### config.mk
export PLATFORM = sky130hd
export DESIGN_NAME = add32_cla_pipe
export DESIGN_NICKNAME = d
export VERILOG_FILES = /design/src/rtl/add32_pkg.sv /design/src/rtl/add32_cla_pipe_gp4_slice.sv /design/src/rtl/add32_cla_pipe.sv
export SDC_FILE = /design/constraint.sdc
export NUM_CORES = 1
export LEC_CHECK = 0
export BUFFER_PORTS_ARGS = -buffer_cell sky130_fd_sc_hd__buf_2
export CORE_MARGIN = 10
export CORE_UTILIZATION = 40
export DETAILED_ROUTE_END_ITERATION = 10
export GPL_ROUTABILITY_DRIVEN = 0
export PLACE_DENSITY = 0.58
export SKIP_CTS_REPAIR_TIMING = 1
export SYNTH_ARGS = -nofsm -noshare
export SYNTH_HDL_FRONTEND = slang
export SYNTH_SLANG_ARGS = --single-unit
### constraint.sdc
create_clock -name clk -period 5.8 [get_ports clk]
set_input_delay 0.87 -clock clk [delete_from_list [all_inputs] [get_ports clk]]
set_output_delay 0.87 -clock clk [all_outputs]
set_load 0.1 [all_outputs]
### src/rtl/add32_pkg.sv
// Shared types and sizes for the pipelined 32-bit carry-lookahead adder.
package add32_pkg;

   localparam int DATA_W = 32;
   localparam int GRP_W  = 4;
   localparam int N_GRP  = 8;

   typedef enum logic [1:0] {
      ADD = 2'b00,
      SUB = 2'b01,
      ADC = 2'b10,
      SBC = 2'b11
   } op_e;

   // Everything stage 2 needs to finish the add: group G/P, operands, carry-in.
   typedef struct packed {
      logic [N_GRP-1:0]  g;
      logic [N_GRP-1:0]  p;
      logic [DATA_W-1:0] a;
      logic [DATA_W-1:0] bx;
      logic              c0;
      op_e               op;
   } s1_t;

   // Subtract forms feed the inverted B operand into the adder.
   function automatic logic inv_b(op_e o);
      return (o == SUB) || (o == SBC);
   endfunction

   // Carry into bit 0: fixed for ADD/SUB, taken from cin for ADC/SBC.
   function automatic logic carry0(op_e o, logic ci);
      logic c;
      case (o)
         ADD:     c = 1'b0;
         SUB:     c = 1'b1;
         default: c = ci;
      endcase
      return c;
   endfunction

endpackage

### src/rtl/add32_cla_pipe_gp4_slice.sv
// One 4-bit group of generate/propagate, positive logic.
module gp4_slice
   import add32_pkg::*;
(
   input  logic [GRP_W-1:0] a,
   input  logic [GRP_W-1:0] b,
   output logic             g,
   output logic             p
);

   logic [GRP_W-1:0] gk;
   logic [GRP_W-1:0] pk;

   assign gk = a & b;
   assign pk = a | b;

   // Group generate/propagate from the four bit-level terms.
   always_comb begin
      g = gk[3] | (pk[3] & gk[2]) | (pk[3] & pk[2] & gk[1]) | (pk[3] & pk[2] & pk[1] & gk[0]);
      p = &pk;
   end

endmodule

### src/rtl/add32_cla_pipe.sv
// Two-stage 32-bit carry-lookahead adder/subtractor with valid/ready flow control.
// Stage 1 registers group G/P; stage 2 resolves group carries and nibble sums.
// Optional signed-overflow output enabled by defining ADD32_OVF_FLAG_EN.
module add32_cla_pipe
   import add32_pkg::*;
(
   input  logic              clk,
   input  logic              rst_n,
   input  logic              in_valid,
   output logic              in_ready,
   input  logic [1:0]        op,
   input  logic [DATA_W-1:0] a,
   input  logic [DATA_W-1:0] b,
   input  logic              cin,
   output logic              out_valid,
   input  logic              out_ready,
   output logic [DATA_W-1:0] sum,
   output logic              cout,
   output logic [2:0]        c8_16_24
`ifdef ADD32_OVF_FLAG_EN
   ,
   output logic              ovf
`endif
);

   op_e               op_in;
   logic [DATA_W-1:0] b_eff;
   logic              c0_in;
   logic [N_GRP-1:0]  g_grp;
   logic [N_GRP-1:0]  p_grp;

   logic              s1_valid_q, s1_valid_d;
   s1_t               s1_q, s1_d;

   logic              s2_valid_q, s2_valid_d;
   logic              s2_en;
   logic [DATA_W-1:0] sum_q, sum_d, sum_nx;
   logic              cout_q, cout_d;
   logic [2:0]        cx_q, cx_d;
   logic [N_GRP:0]    cg;
   logic              s1_op_unused;

   assign op_in = op_e'(op);

   // Effective B operand and carry-in for the selected operation.
   always_comb begin
      b_eff = inv_b(op_in) ? ~b : b;
      c0_in = carry0(op_in, cin);
   end

   for (genvar gi = 0; gi < N_GRP; gi++) begin : g_gp
      gp4_slice u_gp (
         .a (a[gi*GRP_W +: GRP_W]),
         .b (b_eff[gi*GRP_W +: GRP_W]),
         .g (g_grp[gi]),
         .p (p_grp[gi])
      );
   end

   // Stage 2 takes a new beat when empty or when its result is being drained;
   // in_ready is a function of pipeline state and out_ready only.
   assign s2_en    = ~s2_valid_q | out_ready;
   assign in_ready = ~s1_valid_q | s2_en;

   // Stage 1 next state: capture operands and group G/P on accept.
   always_comb begin
      s1_valid_d = s1_valid_q;
      s1_d       = s1_q;
      if (in_ready) begin
         s1_valid_d = in_valid;
         if (in_valid) begin
            s1_d.g  = g_grp;
            s1_d.p  = p_grp;
            s1_d.a  = a;
            s1_d.bx = b_eff;
            s1_d.c0 = c0_in;
            s1_d.op = op_in;
         end
      end
   end

   // Stage 1 register.
   always_ff @(posedge clk or negedge rst_n) begin
      if (!rst_n) begin
         s1_valid_q <= 1'b0;
         s1_q       <= '0;
      end else begin
         s1_valid_q <= s1_valid_d;
         s1_q       <= s1_d;
      end
   end

   // The op code travels with the beat but no stage-2 result depends on it.
   assign s1_op_unused = ^s1_q.op;

   // Two-level lookahead: every group carry is a flat sum of products of
   // G/P terms and c0, so no carry ripples from group to group.
   always_comb begin
      logic acc;
      logic pt;
      acc   = 1'b0;
      pt    = 1'b0;
      cg    = '0;
      cg[0] = s1_q.c0;
      for (int i = 1; i <= N_GRP; i++) begin
         acc = 1'b0;
         for (int j = 0; j < i; j++) begin
            pt = s1_q.g[j];
            for (int k = j + 1; k < i; k++) pt = pt & s1_q.p[k];
            acc = acc | pt;
         end
         pt = s1_q.c0;
         for (int k = 0; k < i; k++) pt = pt & s1_q.p[k];
         cg[i] = acc | pt;
      end
   end

   // Nibble sums, each using its own lookahead carry.
   always_comb begin
      sum_nx = '0;
      for (int i = 0; i < N_GRP; i++) begin
         sum_nx[i*GRP_W +: GRP_W] = s1_q.a[i*GRP_W +: GRP_W] + s1_q.bx[i*GRP_W +: GRP_W]
                                  + {{(GRP_W-1){1'b0}}, cg[i]};
      end
   end

   // Stage 2 next state: results only move when the output slot is free.
   always_comb begin
      s2_valid_d = s2_valid_q;
      sum_d      = sum_q;
      cout_d     = cout_q;
      cx_d       = cx_q;
      if (s2_en) begin
         s2_valid_d = s1_valid_q;
         if (s1_valid_q) begin
            sum_d  = sum_nx;
            cout_d = cg[N_GRP];
            cx_d   = {cg[6], cg[4], cg[2]};
         end
      end
   end

   // Stage 2 register, drives the outputs directly.
   always_ff @(posedge clk or negedge rst_n) begin
      if (!rst_n) begin
         s2_valid_q <= 1'b0;
         sum_q      <= '0;
         cout_q     <= 1'b0;
         cx_q       <= '0;
      end else begin
         s2_valid_q <= s2_valid_d;
         sum_q      <= sum_d;
         cout_q     <= cout_d;
         cx_q       <= cx_d;
      end
   end

   assign out_valid = s2_valid_q;
   assign sum       = sum_q;
   assign cout      = cout_q;
   assign c8_16_24  = cx_q;

`ifdef ADD32_OVF_FLAG_EN
   logic ovf_q, ovf_d;
   logic c31;

   // Signed overflow: carry out of bit 31 differs from carry into bit 31.
   always_comb begin
      c31   = s1_q.a[DATA_W-1] ^ s1_q.bx[DATA_W-1] ^ sum_nx[DATA_W-1];
      ovf_d = ovf_q;
      if (s2_en && s1_valid_q) ovf_d = cg[N_GRP] ^ c31;
   end

   // Overflow flag register, travels with sum.
   always_ff @(posedge clk or negedge rst_n) begin
      if (!rst_n) ovf_q <= 1'b0;
      else        ovf_q <= ovf_d;
   end

   assign ovf = ovf_q;
`endif

endmodule

---- Word level (Yosys, flattened, before mapping) ----
Index checks and enable logic that the tools add are counted.
word-level totals
  register bits ........................... 119
  latch bits .............................. 0
  memory bits (writable) .................. 0
  bits in read-only memories .............. 0
  bits of input ports ..................... 71
  output and inout bits ................... 38
  memories kept ........................... 0
operators by class
  $add $sub $neg .......................... 16
  multipliers ............................. 0
  divide/modulo/power cells ............... 0
  magnitude comparators ................... 0
  equality and inequality tests ........... 2
  shifts and indexed selects .............. 0
  muxes and demuxes ....................... 2
  bitwise gates (word level) .............. 157
  reduce and logical (&&, ||, !) cells .... 12
operators with widths
  kind                number
  $and 1x1->1         76
  $or 1x1->1          62
  $add 4x1->4         8
  $add 4x4->4         8
  $and 4x4->4         8
  $mux 32             1
  $not 32->32         1
  $or 4x4->4          8
  $reduce_and 4->1    8
  $reduce_and 2->1    2
  $eq 2x1->1 const B  1
  $eq 2x2->1 const B  1
  $logic_not 2->1     1
  $not 1->1           2
  $pmux 1 s2          1
  $logic_or 1x1->1    1

---- Logic depth before layout (Yosys ltp) ----
  depth in word-level cells ............... 15
  gate-level depth with buffers ........... 9
  mapped depth without buffers ............ 9

---- Modules after synthesis ----
A second synthesis with hierarchy kept.
unflattened totals
  cell total of the unflattened synthesis .. 537
  area, all modules ....................... 6264.8 sq um
modules (own cells, without submodules)
  module          times used  cells each  area each (sq um)  sequential area each (sq um)
  add32_cla_pipe  1           449         5704.2             2977.9
  gp4_slice       8           11          70.1               0.0

---- Worst setup path after synthesis ----
No wires, ideal clock.
  path kind ............................... register to register
  start ................................... reg s2_valid_q (netlist: out_valid)
  end ..................................... reg s1_q[34] (netlist name)
  library setup time ...................... 0.125 ns
  data arrival time ....................... 3.057 ns
  required time ........................... 5.675 ns
  path slack .............................. 2.618 ns
  cell stages (with the launch flop) ...... 6
  buffers on the path ..................... 2
  clock period less this slack ............ 3.182 ns
  path through ............................ dfrtp_1 nand3b_1 nand2_1 buf_2 buf_2 mux2_2
between the ends
  longest elaborated chain between the ends .. 4
RTL lines
  item                        RTL line               text
  from (decl)                 add32_cla_pipe.sv:35   logic s2_valid_q, s2_valid_d;
  from (signal assigned)      add32_cla_pipe.sv:151  s2_valid_q <= s2_valid_d;
  $not 1->1                   add32_cla_pipe.sv:62   assign s2_en = ~s2_valid_q | out_ready;
  $or 1x1->1                  add32_cla_pipe.sv:62
  $or 1x1->1                  add32_cla_pipe.sv:63   assign in_ready = ~s1_valid_q | s2_en;
  named net in_ready          add32_cla_pipe.sv:10   output logic in_ready,
  $reduce_and 2->1 (no line)  --
  to (signal assigned)        add32_cla_pipe.sv:86   s1_q <= '0;
  to (signal assigned)        add32_cla_pipe.sv:89   s1_q <= s1_d;
  to (decl)                   add32_cla_pipe.sv:33   s1_t s1_q, s1_d;
The timed path passes the listed nets, and every way through them passes these cells.
A chain may end at the register's enable or synchronous reset.

---- Worst setup path after layout ----
  start ................................... reg s1_q[68] (netlist name)
  end ..................................... reg sum_q[29] (netlist: sum[29])
between the ends
  longest elaborated chain between the ends .. 14
RTL lines
  item                       RTL line               text
  $and 1x1->1 (6 in series)  add32_cla_pipe.sv:109  for (int k = j + 1; k < i; k++) pt = pt & s1_q.p[k];
  $or 1x1->1 (6 in series)   add32_cla_pipe.sv:110  acc = acc | pt;
  $or 1x1->1 *               add32_cla_pipe.sv:114  cg[i] = acc | pt;
  $add 4x1->4 *              add32_cla_pipe.sv:123  + {{(GRP_W-1){1'b0}}, cg[i]};
  named net sum_nx[29]       add32_cla_pipe.sv:37   logic [DATA_W-1:0] sum_q, sum_d, sum_nx;
  to (signal assigned)       add32_cla_pipe.sv:152  sum_q <= sum_d;
  to (decl)                  add32_cla_pipe.sv:37
The timed path passes the listed nets; every way through them passes the cells marked *.

==> summary.md <==
| Metric | Value |
|---|---|
| Status | `complete, no violations` |
| Clock transition at path regs | `about 50 ps` |
| Port buffer count | `about 110` |
| RSZ-0062 raised after global routing | `no` |
| CTS buffer count | `17` |
| Core Region | `16,500 µm²` |
| Routed WL per cell | `15.7 µm` |
| Number of flops mapped to enable cells by yosys | `0` |
| Ports | `109` |
| Arr. time, crit path | `2990 ps` |
| Reg power frac | `0.310` |
| Synth Register Bits | `~120` |
| Die W | `about 150 µm` |
| # nets final | `a little under 900` |
| Final worst-path cycle share | `0.466` |
| DRT met1 WL | `7100 µm` |
| Fin util | `0.480` |
| Most frequent cell after synthesis | `dfrtp_1` |
| Final-report hold violation count | `0` |
| Top-area cell type share of the netlist area | `0.444` |
| Finish-stage setup viols | `0` |
| Slew @ Worst Pin | `roughly 1000 ps` |
| Num rows | `47` |
| First-pass GRT wire length | `~26,000 µm` |
| Fmax | `around 0.37 GHz` |
| First-pass DRT Iterations | `5` |
| Seq/Total Area, Yosys | `0.444` |
| Initial antenna violation count | `0` |
| Vias in the first global route | `roughly 5k` |
| CTS Sinks | `between 100 and 150` |
| Max Used Layer | `met4` |
| Critical path required time | `roughly 6000 ps` |
| Cell taking the most area after synthesis | `dfrtp_1` |
| VDD IR-drop max | `approximately 0.00027 V` |
| Setup TNS | `0 ps` |
| Worst setup SP type | `register` |
| Crit-path cells | `a41oi_2, o21ai_2, a221o_1, a21o_2, fa_1, fa_1, mux2_2` |
| Clk_lat worst skew | `410 ps` |
| Most common cell on crit path | `fa_1` |
| Gr ovfl total | `0` |
| FILL cells | `approximately 1.5k` |
| Total GRT Usage | `0.143` |
| Synth warn | `0` |
| Layout cells sized above 1 | `0.246` |
| Clock power share | `0.246` |
| Die area | `22,300 µm²` |
| Dpl hpwl | `about 11,000 µm` |
| Met2 WL post-DR | `approximately 7400 µm` |
| Met3 routed WL | `821 µm` |
| PwrDens | `479 nW/µm²` |
| Area growth syn-to-layout | `18.3%` |
| Post-synth top cells | `dfrtp_1, nand2_1, o21ai_0` |
| Netlist cell types | `37` |
| Combinational share of power | `0.444` |
| Residual DRC | `0` |
| Maximum number of pins on one net before global-route repair | `between 90 and 100` |
| Sw power | `between 1.5 and 2 mW` |
| Avg Vias per Cell | `~5.2` |
| Initial core utilization | `0.406` |
| Pleak | `3.64 nW` |
| DIE HEIGHT | `approximately 150 µm` |
| Ys flop type | `dfrtp_1` |
| Post-synthesis area per instance | `between 10 and 15 µm²` |
| DR iter-0 viols | `382` |
| H-tree levels | `4` |
| Vias | `between 5k and 6k` |
| WS Path Type | `reg2reg` |
| Final WL | `15,500 µm` |
| Clock root cell | `clkbuf_16` |
| Crit path max fanout | `4` |
| Sw Ratio | `0.464` |
| Final Total Pwr | `3.80 mW` |
| Min Tclk post-route | `about 2700 ps` |
| Critical Path Slowest Stage Cell | `a221o_1` |
| Antenna Nets Post-Route | `0` |
| FFs w/ async S/R, synth | `1.00` |
| Synth top area cells | `dfrtp_1, mux2_2, xnor2_1, o21ai_0, nand2_1` |
| Syn Std Cell Area | `6710 µm²` |
| Max-slew headroom | `0.322` |
| Max-Cap Viols | `0` |
| Syn Inst Count | `roughly 660` |
| Net Count, Synth | `~760` |
| Clock tree buffer depth | `2` |
| Clock Skews | `roughly 6.8 ps` |
| Crit path capture type | `register` |
| Worst min path class | `reg2reg` |
| Slew Limit Fails | `0` |
| P_int | `just over 2 mW` |
| CTS tree | `built` |
| Max incr delay on CP | `between 400 and 500 ps` |
==> worst max-delay path, delay by kind of cell (launching register included) <==
kind	cells	cell delay, ps
fa+ha+maj	2	840
compound gates	4	1060
flops	1	410
mux	1	260
==> flip-flops by register name, summed over array words and instances (netlist names) <==
register and count:
s1_q 80, sum 32, c8_16_24 3, cg 1, cout 1, out_valid 1, s1_valid_q 1
==> per-stage QoR <==
stage | area (µm²) | hold WS (ps) | setup slack (ps) | cells
after floorplan | 6710 | 444 | 2620 | 661
after global placement | 7410 | 457 | 2860 | 963
after detailed placement | 7410 | 467 | 2810 | 963
after CTS | 7930 | 478 | 3090 | 992
after global routing | 7930 | 496 | 2970 | 992
final | 7930 | 470 | 3100 | 993
==> power by group through the flow <==
stage,clock network (mW),logic (mW),registers (mW)
6_report,0.936,1.69,1.18
5_1_grt,0.999,1.81,1.21
4_1_cts,0.959,1.72,1.18
3_5_place_dp,0,1.71,1.19
3_3_place_gp,0,1.70,1.18
2_1_floorplan,0,0.493,2.06
==> cells in the final DEF (no fill, tap or decap), types with 3 or more instances in the layout <==
cell type | synthesis | final
fa_1 | 16 | 16
buf_4 | 4 | 5
a211oi_1 | 9 | 9
buf_2 | 9 | 106
a221oi_1 | 8 | 8
mux2_2 | 42 | 42
ha_1 | 16 | 16
a32oi_1 | 8 | 8
nand2_1 | 86 | 85
nand3_1 | 8 | 8
nor2_1 | 3 | 3
o21ai_0 | 67 | 67
dfrtp_1 | 119 | 119
nor3_1 | 16 | 16
o22ai_1 | 32 | 32
nand2b_1 | 19 | 19
inv_1 | 37 | 37
a21o_1 | 23 | 23
clkbuf_1 | 14 | 3
clkinv_2 | 0 | 4
a31oi_1 | 16 | 16
a21oi_1 | 27 | 27
xor2_1 | 9 | 9
nor2b_1 | 3 | 3
clkbuf_8 | 0 | 5
xnor2_1 | 47 | 47
clkbuf_16 | 0 | 17
a21o_2 | 4 | 4
o41ai_1 | 7 | 7
==> final cells by class <==
type,count,area (µm²),share of cell area
Multi-Input combinational cell,476,3450,0.434
Sequential cell,119,2980,0.375
Timing Repair Buffer,111,568,0.0716
Clock buffer,25,505,0.0637
Tap cell,220,275,0.0347
Inverter,37,139,0.0175
Clock inverter,4,20.0,0.00252
Antenna cell,1,2.50,0.000315
==> path summary, 6_finish.rpt <==
kind / start / depth (start not counted) / slack, ps / endpoint
worst max-delay path: s1_q[68]$_DFFE_PN0P_ / 7 / 3100 / sum[29]$_DFFE_PN0P_
worst min-delay path: sum[11]$_DFFE_PN0P_ / 2 / 470 / sum[11]$_DFFE_PN0P_
worst max register to register: s1_q[68]$_DFFE_PN0P_ / 7 / 3100 / sum[29]$_DFFE_PN0P_
worst min register to register: sum[11]$_DFFE_PN0P_ / 2 / 470 / sum[11]$_DFFE_PN0P_
max in group asynchronous: rst_n / 2 / 3990 / s1_q[53]$_DFFE_PN0P_
min in group asynchronous: rst_n / 1 / 500 / sum[2]$_DFFE_PN0P_
==> logic make-up after synthesis <==
logic type	Yosys count	share of synthesized area
DFF	119	0.444
muxes	43	0.0720
xor gates and xnor gates	56	0.0731
buffers and inverters	66	0.0431
AOI/OAI and AO/OA	206	0.198
and+or+nand+nor	139	0.0922
adders and majority gates	32	0.0776
==> metal layers <==
| layer | GRT usage | vias to the layer above |
|---|---|---|
| met2 | 0.224 | 135 |
| met1 | 0.186 | 2473 |
| met4 | 0.0545 | 0 |
| met3 | 0.0389 | 17 |
| li1 | - | 2558 |
| met5 | 0 | - |
(Power assumes the default switching activity.)
